[src/rtl/pipeline_ctrl.sv]
// pipeline_ctrl
// Sequences the 3-stage pipeline around the execution stage. It arbitrates
// bus stalls, jump redirects and multi-cycle operations, drives the pc_reg and
// if_id control lines, and supervises the multi-cycle unit with a timeout.
//
// Ports:
//   clk, rst_n        clock, asynchronous active-low reset
//   ex_jump_en/addr   taken branch/jump and its target, from execution
//   ex_hold_en        hold request paired with a jump (it only qualifies the jump)
//   multi_req         execution holds a multi-cycle instruction (level)
//   multi_done        multi-cycle result valid (1-cycle pulse)
//   bus_stall_req     memory/bus not ready (level)
//   pc_jump_en/addr   PC redirect; the address is 0 whenever no redirect is made
//   hold_pc           freeze the PC
//   hold_if_id        freeze the IF/ID register
//   flush_if_id       insert a bubble into IF/ID
//   multi_start       1-cycle start pulse to the multi-cycle unit
//   multi_abort       1-cycle abort pulse on timeout
//   timeout_err       sticky timeout flag, cleared only by reset
//   busy              controller is not in RUN
module pipeline_ctrl #(
  parameter int unsigned FLUSH_CYCLES  = 1,
  parameter int unsigned MULTI_TIMEOUT = 64
) (
  input  logic        clk,
  input  logic        rst_n,
  input  logic        ex_jump_en,
  input  logic [31:0] ex_jump_addr,
  input  logic        ex_hold_en,
  input  logic        multi_req,
  input  logic        multi_done,
  input  logic        bus_stall_req,
  output logic        pc_jump_en,
  output logic [31:0] pc_jump_addr,
  output logic        hold_pc,
  output logic        hold_if_id,
  output logic        flush_if_id,
  output logic        multi_start,
  output logic        multi_abort,
  output logic        timeout_err,
  output logic        busy
);

  typedef enum logic [1:0] {
    RUN   = 2'd0,
    FLUSH = 2'd1,
    MULTI = 2'd2,
    STALL = 2'd3
  } state_e;

  localparam logic [7:0] FLUSH_LOAD = 8'(FLUSH_CYCLES);
  localparam logic [7:0] MULTI_LOAD = 8'(MULTI_TIMEOUT);

  state_e     state_q, state_d;
  logic [7:0] cnt_q, cnt_d;
  logic       timeout_err_q, timeout_err_d;
  logic       hold_c;

  // ex_hold_en always travels with ex_jump_en, and the jump alone decides the
  // redirect, so the hold request carries no extra information here.
  logic unused_hold;
  assign unused_hold = ex_hold_en;

  // State, the shared flush/timeout counter and the sticky error flag.
  // Reset drops the controller straight back to RUN without any abort pulse.
  always_ff @(posedge clk or negedge rst_n) begin
    if (!rst_n) begin
      state_q       <= RUN;
      cnt_q         <= 8'd0;
      timeout_err_q <= 1'b0;
    end else begin
      state_q       <= state_d;
      cnt_q         <= cnt_d;
      timeout_err_q <= timeout_err_d;
    end
  end

  // Next-state and output decode. Every output is held at 0 while rst_n is
  // low so a reset in the middle of an operation silences the pipeline
  // controls at once, even if execution keeps its requests asserted.
  // The counter saturates at 0 so it never wraps while idling in RUN.
  always_comb begin
    state_d       = state_q;
    cnt_d         = (cnt_q != 8'd0) ? cnt_q - 8'd1 : 8'd0;
    timeout_err_d = timeout_err_q;
    pc_jump_en    = 1'b0;
    pc_jump_addr  = 32'h0;
    hold_c        = 1'b0;
    flush_if_id   = 1'b0;
    multi_start   = 1'b0;
    multi_abort   = 1'b0;

    if (rst_n) begin
      unique case (state_q)
        RUN: begin
          // A bus stall outranks everything; the jump or multi-cycle
          // instruction stays in execution and asks again later.
          if (bus_stall_req) begin
            hold_c  = 1'b1;
            state_d = STALL;
          end else if (ex_jump_en) begin
            pc_jump_en   = 1'b1;
            pc_jump_addr = ex_jump_addr;
            flush_if_id  = 1'b1;
            if (FLUSH_CYCLES > 0) begin
              cnt_d   = FLUSH_LOAD;
              state_d = FLUSH;
            end
          end else if (multi_req) begin
            multi_start = 1'b1;
            hold_c      = 1'b1;
            cnt_d       = MULTI_LOAD;
            state_d     = MULTI;
          end
        end

        FLUSH: begin
          // The instruction in execution is a bubble, so jumps and stalls
          // seen here are not acted on until RUN.
          flush_if_id = 1'b1;
          if (cnt_q <= 8'd1) begin
            cnt_d   = 8'd0;
            state_d = RUN;
          end
        end

        MULTI: begin
          // Completion beats a timeout landing in the same cycle.
          if (multi_done) begin
            cnt_d   = 8'd0;
            state_d = RUN;
          end else begin
            hold_c = 1'b1;
            if (cnt_q <= 8'd1) begin
              multi_abort   = 1'b1;
              timeout_err_d = 1'b1;
              cnt_d         = 8'd0;
              state_d       = RUN;
            end
          end
        end

        STALL: begin
          if (bus_stall_req) begin
            hold_c = 1'b1;
          end else begin
            state_d = RUN;
          end
        end

        default: begin
          state_d = RUN;
        end
      endcase
    end
  end

  assign hold_pc     = hold_c;
  assign hold_if_id  = hold_c;
  assign timeout_err = timeout_err_q;
  assign busy        = (state_q != RUN);

endmodule

[config.mk]
export PLATFORM = sky130hd
export DESIGN_NAME = pipeline_ctrl
export DESIGN_NICKNAME = d
export VERILOG_FILES = /design/src/rtl/pipeline_ctrl.sv
export SDC_FILE = /design/constraint.sdc
export NUM_CORES = 1
export LEC_CHECK = 0
export CAP_MARGIN = 20
export CORE_MARGIN = 2
export CORE_UTILIZATION = 30
export CTS_CLUSTER_SIZE = 30
export DETAILED_ROUTE_END_ITERATION = 12
export PLACE_DENSITY = 0.78
export SLEW_MARGIN = 20
export SYNTH_ARGS = -nofsm -noshare
export SYNTH_HDL_FRONTEND = slang
export SYNTH_SLANG_ARGS = --single-unit
[constraint.sdc]
create_clock -name clk -period 2.8 [get_ports clk]
set_clock_uncertainty 0.15 [all_clocks]
set_input_delay 0.56 -clock clk [delete_from_list [all_inputs] [get_ports clk]]
set_output_delay 0.56 -clock clk [all_outputs]
set_load 0.1 [all_outputs]
# Word level (Yosys, flattened, before mapping)
# Index checks and enable logic that the tools add are counted.
[totals] regBits=11 in_bits=39 out_inout_bits=40 wordCells=55
[op_classes] n_addsub=1 n_lt_le_gt_ge=1 n_eq_ne=5 muxes=39 bitwise_logic=1 reduce_logical=5
[ops] cell="$mux 32" n=4
[ops] cell="$mux 8" n=7
[ops] cell="$pmux 8 s3" n=1
[ops] cell="$mux 1" n=18
[ops] cell="$mux 2" n=6
[ops] cell="$le 8x1->1 const B" n=1
[ops] cell="$pmux 2 s4" n=1
[ops] cell="$reduce_bool 8->1" n=1
[ops] cell="$sub 8x1->8 const B" n=1
[ops] cell="$eq 2x2->1 const B" n=2
[ops] cell="$ne 4x4->1 const B" n=1
[ops] cell="$reduce_and 4->1" n=1
[ops] cell="$pmux 1 s3" n=1
[ops] cell="$reduce_and 3->1" n=1
[ops] cell="$eq 2x1->1 const B" n=1
[ops] cell="$logic_not 2->1" n=1
[ops] cell="$ne 2x2->1 const B" n=1
[ops] cell="$pmux 1 s2" n=1
[ops] cell="$reduce_bool 2->1" n=1
[ops] cell="$not 1->1" n=1

# Depth between registers and ports, before layout
# Gate-level depths: netlist (run 1).
[logic_depth] depth_word=7 mapped_depth=7 depth_no_buf=6

# Least setup slack after synthesis (run 1)
# No wires, ideal clock.
[synth_path] path_type="reg2out" from="register state_q[1]" to="output port hold_pc" arrival_time_ns=4.509 required_time_ns=2.090 path_slack_ns=-2.419 path_stages_with_launch=7 n_path_buf=2 cell_sequence="dfrtp_1 > clkbuf_1 > inv_1 > a21oi_1 > nor2_1 > nor4_1 > buf_4"
[synth_between] elab_chain_cells=3 elab_cells_between_ends=5 classes_between="eq/ne (2); mux (2); reduce/logical (1)"
[synth_rtl] item="start, declared" line="54" rtl="state_e state_q, state_d;"
[synth_rtl] item="start signal, assigned" line="72" rtl="state_q <= state_d;"
[synth_rtl] item="$eq 2x2->1 / $logic_not 2->1 (equally long branches)" line="94" rtl="unique case (state_q)"
[synth_rtl] item="$pmux 1 s3 (*)" line="94"
[synth_rtl] item="$mux 1 (*)" line="93" rtl="if (rst_n) begin"
[synth_rtl] item="end, declared" line="35" rtl="output logic hold_pc,"
# Every way passes the cells marked *; elsewhere a longest branch is shown, timed or not.

# Worst setup path after layout (run 1)
[layout_path] from="register cnt_q[7]" to="output port multi_abort"
[layout_between] elab_chain_cells=5
[layout_rtl] item="start, declared" line="55" rtl="logic [7:0] cnt_q, cnt_d;"
[layout_rtl] item="start signal, assigned" line="73" rtl="cnt_q <= cnt_d;"
[layout_rtl] item="$le 8x1->1" line="134" rtl="if (cnt_q <= 8'd1) begin"
[layout_rtl] item="$mux 1" line="134"
[layout_rtl] item="$mux 1" line="129" rtl="if (multi_done) begin"
[layout_rtl] item="$mux 1" line="94"
[layout_rtl] item="$mux 1" line="93"
[layout_rtl] item="end, declared" line="39" rtl="output logic multi_abort,"
# Every way passes these cells.

==> flow_metrics.env, run 1 <==
export IMPL_status="complete, but fails checks"
export IMPL_violations="setup timing"
export IMPL_placed_cells=245
export IMPL_slowest_stage="or4_4"
export IMPL_antenna_found_initial=0
export IMPL_final_cells=250
export IMPL_min_delay_path_depth=1
export IMPL_synth_area_leaders="dfrtp_1 28%, and2_1 20%, nor2_1 4.1%"
export IMPL_nNetsFinal=248
export IMPL_syn_inst=125
export IMPL_fin_ws_ns=-0.0617
export IMPL_yosys_area_share_adder=0.0251
export IMPL_muxShareOfSynthArea=0
export IMPL_ctsRootBufferMaster="clkbuf_4"
export IMPL_finalSetupViolCount=1
export IMPL_reg2reg_depth=4
export IMPL_syn_area_per_cell_um2=7.99
export IMPL_synth_xor_area_frac=0.0351
export IMPL_r2r_end="cnt_q[5]"
export IMPL_core_um2=3100
export IMPL_clockBufferDepth=2
export IMPL_period_share=1.02
export IMPL_met3_usage=0.0828
export IMPL_synth_top_family_by_area="simple AND/OR/NAND/NOR gates"
export IMPL_drive_above_1_share=0.456
export IMPL_dr_first_iter_drc_count=63
export IMPL_clk_insertion_delay_late_ns=0.27
export IMPL_die_area_um2=3810
export IMPL_gp_congestion=0.894
export IMPL_vias=1236
export IMPL_cts_buffers=3
export IMPL_die_x_um=61.7
export IMPL_path_max_fanout=5
export IMPL_initial_core_util=0.322
export IMPL_firstDrtPassIters=4
export IMPL_drtAntennaViolNets=0
export IMPL_synth_compound_area_frac=0.177
export IMPL_cts_tree="built"
export IMPL_fillers=212
export IMPL_grt_pass1_wl_mm=5.82
export IMPL_finalPower_uw=1510
export IMPL_grt_usage=0.208
export IMPL_worstSetupStartpointType="flip-flop"
export IMPL_numPortBuffers=77
export IMPL_cp_data_arrival_time_ns=2.15
export IMPL_cp_end_kind="output port"
export IMPL_finalHoldViolCount=0
export IMPL_antennaDiodeCount=0
export IMPL_min_from="timeout_err"
export IMPL_die_y_um=61.7
export IMPL_clk_pin_slew_worst_paths_ns=0.07
export IMPL_relSlewSlack=0.508
export IMPL_reg2reg_slack_ns=0.45
export IMPL_grt_pass1_vias=1288
export IMPL_final_min_clock_period_ns=2.86
export IMPL_grt_busiest_layer="met2"
export IMPL_met1_usage=0.235
export IMPL_cap_violations=0
export IMPL_critical_path_class="reg -> out"
export IMPL_synthToLayoutAreaGrowth_pct=136
export IMPL_grt_max_degree=34
export IMPL_worst_hold_path_type="reg -> reg"
export IMPL_synth_simple_area_share=0.414
export IMPL_yosys_warnings=0
export IMPL_holdPathEnd="timeout_err"
export IMPL_met2_usage=0.373
export IMPL_final_max_slew_viol_count=0
export IMPL_crit_required_ns=2.09
export IMPL_drc=0
export IMPL_cpPeakStageDelay_ns=0.59
export IMPL_fmax_mhz=349
export IMPL_dp_hpwl_mm=3.21
export IMPL_yosysTopAreaCell="dfrtp_1"
export IMPL_rsz0062_at_grt="true"
export IMPL_drt_vias_per_instance=4.94
export IMPL_wirelength_mm=3.78
export IMPL_path_cells="or4_4, or4_4, nor3_4, buf_12"
export IMPL_overflow=0
export IMPL_ys_types=35
export IMPL_p_per_area_nw_per_um2=641
export IMPL_wire_per_inst_um=15.1
export IMPL_synth_seq_area_share=0.276
export IMPL_vdd_drop_max_uv=266
export IMPL_io_pins=79
export IMPL_p_leak_uw=0.000975
export IMPL_worst_pin_slew_ns=0.736
export IMPL_ys_seq_elements=11
export IMPL_cts_max_level=1
export IMPL_preCtsSetupSlack_ns=0.0139
export IMPL_postCtsHoldBufs=0
export IMPL_synth_net_count=166
export IMPL_cts_sinks=11
export IMPL_critPathMostFrequentCell="or4_4"
export IMPL_synthesis_area_um2=998
export IMPL_synth_top_area_share=0.276
export IMPL_whs_ns=0.322
export IMPL_rows=20
export IMPL_r2r_start="cnt_q[7]"
-- flip-flops by register name (all words and copies together) (netlist names) --
name,flops
state_q,2
cnt_q,8
timeout_err,1
-- cell type report --
type | count | area [um2] | area share
inverters | 5 | 18.8 | 0.00795
flip-flops and latches | 11 | 275 | 0.117
well taps | 44 | 55.1 | 0.0233
repair buffers | 86 | 1230 | 0.520
multi-input cells | 100 | 757 | 0.321
clock buffers | 4 | 26.3 | 0.0111
-- critical path, delay by kind of cell, from the launching register on --
| kind | cells | cell delay [ns] |
|---|---|---|
| buf+inv | 1 | 0.20 |
| flops | 1 | 0.42 |
| simple gates | 3 | 1.25 |
-- worst max path at each step --
stage | from | end | slack, ns | depth (start not counted)
after floorplan | rst_n | hold_pc | -0.16 | 3
after global placement | ex_jump_en | pc_jump_addr[1] | 0.08 | 6
after detailed placement | ex_jump_en | pc_jump_addr[0] | 0.01 | 6
after CTS | cnt_q[7] | multi_abort | -0.08 | 4
after global routing | cnt_q[7] | multi_abort | -0.14 | 4
final | cnt_q[7] | multi_abort | -0.06 | 4
-- layer usage --
layer / up-vias / wire length [um]
met5: - / 0
met4: 0 / 26
met3: 3 / 383
met2: 74 / 2030
met1: 569 / 1340
li1: 590 / -
-- cell usage in the layout, fill, tap and decap left out, types with 4 or more instances in the layout --
master,count
a21oi_1,4
and2_1,4
and2_2,20
and2_4,8
buf_12,39
buf_4,10
clkdlybuf4s50_1,36
dfrtp_1,11
inv_1,5
nand2_1,4
nor2_1,10
nor3_1,6
xnor2_1,4
-- synthesized netlist by cell type --
cell type and count:
nand3_1 1, a211oi_1 1, a2111oi_4 1, a2bb2oi_1 1, dlygate4sd3_1 1, nor2_1 11
o31ai_1 2, nor4_1 4, or2_2 1, o22ai_1 2, o21ai_0 2, or3b_2 1
nor2b_1 2, a21oi_1 5, a21o_1 1, nand2_1 4, or4_1 2, ha_1 2
nor3b_1 1, o31a_2 1, clkbuf_1 5, and3_1 1, o32ai_1 1, a31oi_1 1
nor3_1 7, or4_4 2, dfrtp_1 11, o211ai_1 2, o21a_1 3, inv_1 5
and2_1 32, nand2b_1 2, buf_4 2, buf_6 1, xnor2_1 4
-- through the flow --
step	util	setup TNS, ns	cell area [um2]
4_1_cts	0.753	-0.0805	2340
3_3_place_gp	0.745	0	2310
6_report	0.761	-0.0617	2360
2_1_floorplan	-	-0.374	1100
3_5_place_dp	0.745	0	2310
5_1_grt	0.761	-0.140	2360
-- cell families after synthesis --
logic type / Yosys count
buffers and inverters: 14
AO/OA/AOI/OAI: 23
XOR/XNOR: 4
AND/OR/NAND/NOR: 71
flip-flops: 11
adder cells (fa/ha/maj): 2
-- where the power goes --
| part | total [uW] | internal [uW] | leakage (uW) | switching, uW |
|---|---|---|---|---|
| Combinational | 1100 | 427 | 0.000821 | 677 |
| Sequential | 296 | 227 | 0.000139 | 69.2 |
| Clock | 112 | 55.3 | 0.0000150 | 57.1 |
-- timing repair --
item                                    in CTS  in global routing
pin swaps                                    0                  2
resized for setup                            0                  5
endpoints found under the setup margin       1                 35
setup buffers                                0                  1
Note: power is estimated with default switching activity, not from simulation.
==> inputs of run 2 (changes only) <==
Settings changed: CELL_PAD_IN_SITES_DETAIL_PLACEMENT from default to 2, CELL_PAD_IN_SITES_GLOBAL_PLACEMENT from default to 2, CORE_UTILIZATION 30 to 16, PLACE_DENSITY 0.78 to 0.83.
==> run 2 against run 1 <==
Effect of this change: the flow now finishes without violations; global-route usage fell by 6.9 points; power rose by 7.2%; design area rose by 5.3%; count of clock-buffer cells in the layout did not move; largest power group unchanged; die area rose by 81%; first-iteration DRC count fell by 76%; register-to-register slack got worse by 0.07 ns; critical endpoint unchanged; combinational power rose by 6%; non-clock buffer count rose by 7; via count rose by 2.0%; maximum frequency rose by 2.2%; final cell count rose by 15%.
==> flow_metrics.env, run 2 (same netlist as run 1, synthesis figures left out) <==
export IMPL_switchingPower_uw=835
export IMPL_finalPower_uw=1620
export IMPL_finalSetupViolCount=0
export IMPL_worst_hold_path_type="reg -> reg"
export IMPL_cp_end_kind="output port"
export IMPL_preCtsSetupSlack_ns=-0.0136
export IMPL_status="finished, final reports clean"
export IMPL_crit_family="simple AND/OR/NAND/NOR gates"
export IMPL_path_cells="or4_4, or4_4, nor3_4, buf_12"
export IMPL_ctsRootBufferMaster="clkbuf_8"
export IMPL_finalHoldViolCount=0
export IMPL_slowest_stage="or4_4"
export IMPL_grt_max_degree=34
export IMPL_crit_buf_inv=1
export IMPL_layout_common_cells="39 x buf_12, 36 x clkdlybuf4s50_1, 20 x and2_2"
export IMPL_tns_ns=0
export IMPL_fmax_mhz=357
export IMPL_fin_ws_ns=0.000410
export IMPL_antenna_found_initial=0
export IMPL_firstDrtPassIters=3
export IMPL_overflow=0
export IMPL_cts_tree="built"
export IMPL_drtAntennaViolNets=0
export IMPL_path_max_fanout=5
export IMPL_relSlewSlack=0.687
export IMPL_fillers=615
export IMPL_worstSetupStartpointType="flip-flop"
export IMPL_register_area_um2=277
export IMPL_clockBufferDepth=2
export IMPL_met3_usage=0.0447
export IMPL_worst_pin_slew_ns=0.466
export IMPL_clk_pin_slew_worst_paths_ns=0.05
export IMPL_grt_busiest_layer="met2"
export IMPL_grt_pass1_wl_mm=7.62
export IMPL_core_um2=5990
export IMPL_critPathMostFrequentCell="or4_4"
export IMPL_rsz0062_at_grt="true"
export IMPL_cp_data_arrival_time_ns=2.09
export IMPL_layout_commonest_cell="buf_12"
export IMPL_grt_usage=0.139
export IMPL_postCtsHoldBufs=0
export IMPL_drc=0
export IMPL_die_area_um2=6890
export IMPL_largest_register_ffs=8
export IMPL_drive_above_1_share=0.484
export IMPL_regMostFlops="cnt_q"
export IMPL_dp_hpwl_mm=4.07
export IMPL_drt_vias_per_instance=4.38
export IMPL_wire_per_inst_um=16.6
export IMPL_p_seq_frac=0.184
export IMPL_die_x_um=83.0
export IMPL_synthToLayoutAreaGrowth_pct=149
export IMPL_cap_violations=0
export IMPL_cpPeakStageDelay_ns=0.58
export IMPL_wirelength_mm=4.78
export IMPL_cts_max_level=1
export IMPL_clk_insertion_delay_late_ns=0.23
export IMPL_reg2reg_slack_ns=0.38
export IMPL_initial_core_util=0.167
export IMPL_vdd_drop_max_uv=379
export IMPL_p_clk_frac=0.097
export IMPL_die_y_um=83.0
export IMPL_grt_pass1_vias=1432
export IMPL_dr_first_iter_drc_count=15
export IMPL_met2_usage=0.279
export IMPL_cts_buffers=3
export IMPL_nNetsFinal=255
export IMPL_numPortBuffers=77
export IMPL_cts_sinks=11
export IMPL_p_leak_uw=0.00102
export IMPL_period_share=1.00
export IMPL_rows=28
export IMPL_multi_input_area_um2=767
export IMPL_antennaDiodeCount=0
export IMPL_met1_usage=0.143
export IMPL_p_per_area_nw_per_um2=652
export IMPL_gp_congestion=0.707
export IMPL_pwr_share_comb=0.719
export IMPL_final_max_slew_viol_count=0
export IMPL_final_min_clock_period_ns=2.80
export IMPL_crit_required_ns=2.09
export IMPL_vias=1261
export IMPL_io_pins=79
export IMPL_critical_path_class="reg -> out"
export IMPL_swShare=0.515
export IMPL_p_int_uw=786
-- run 2: changes by cell type in the layout (fill, tap and decap cells not counted) --
cell / change
clkbuf_4: -3
dfrtp_2: +1
clkbuf_8: +3
and2_4: +1
dfrtp_1: -1
and2_1: -1
a21oi_2: -1
buf_4: +6
a21oi_4: +1
buf_6: +1
-- run 2: layout make-up --
class,count,area share
Tap cell,75,0.0377
Timing Repair Buffer,93,0.517
Sequential cell,11,0.111
Inverter,5,0.00755
Multi-Input combinational cell,100,0.309
Clock buffer,4,0.0181
-- run 2: worst paths after layout --
| path | from | end | cells past startpoint |
|---|---|---|---|
| max | cnt_q[7] | multi_abort | 4 |
| min | timeout_err | timeout_err | 1 |
| max reg2reg | cnt_q[7] | cnt_q[5] | 5 |
| min reg2reg | timeout_err | timeout_err | 1 |
| max in group asynchronous | rst_n | cnt_q[4] | 2 |
| min in group asynchronous | rst_n | state_q[1] | 2 |
-- run 2: power groups by stage --
stage | logic (uW) | registers, uW | clock network (uW)
after floorplan | 750 | 318 | 0
after global placement | 1100 | 291 | 0
after detailed placement | 1140 | 301 | 0
after CTS | 1150 | 298 | 166
after global routing | 1250 | 312 | 178
final | 1170 | 298 | 157
-- run 2: what timing repair did --
item                                    in CTS  in global routing
endpoints found under the setup margin      23                  6
resized for setup                            3                  6
buffers inserted                             2                  2
pin swaps                                    0                  2
-- run 2: worst reg2reg max path, stage by stage (launching register included) --
cell	delay (ns)
dfrtp_1	0.40
or4_4	0.58
or4_4	0.46
buf_4	0.16
a2111oi_4	0.41
nor3_1	0.12
-- run 2: metal layers --
metal,vias to the layer above,part of all wire
li1,603,-
met5,-,0
met3,0,0.057
met1,620,0.35
met2,38,0.60
met4,0,0
-- run 2: through the flow --
stage           util  instance area [um2]  hold WS [ns]  cells
5_1_grt        0.415                 2490         0.373    288
3_3_place_gp   0.397                 2380         0.303    280
4_1_cts        0.409                 2450         0.325    286
6_report       0.415                 2490         0.316    288
2_1_floorplan      -                 1100         0.114    125
3_5_place_dp   0.397                 2380         0.313    280
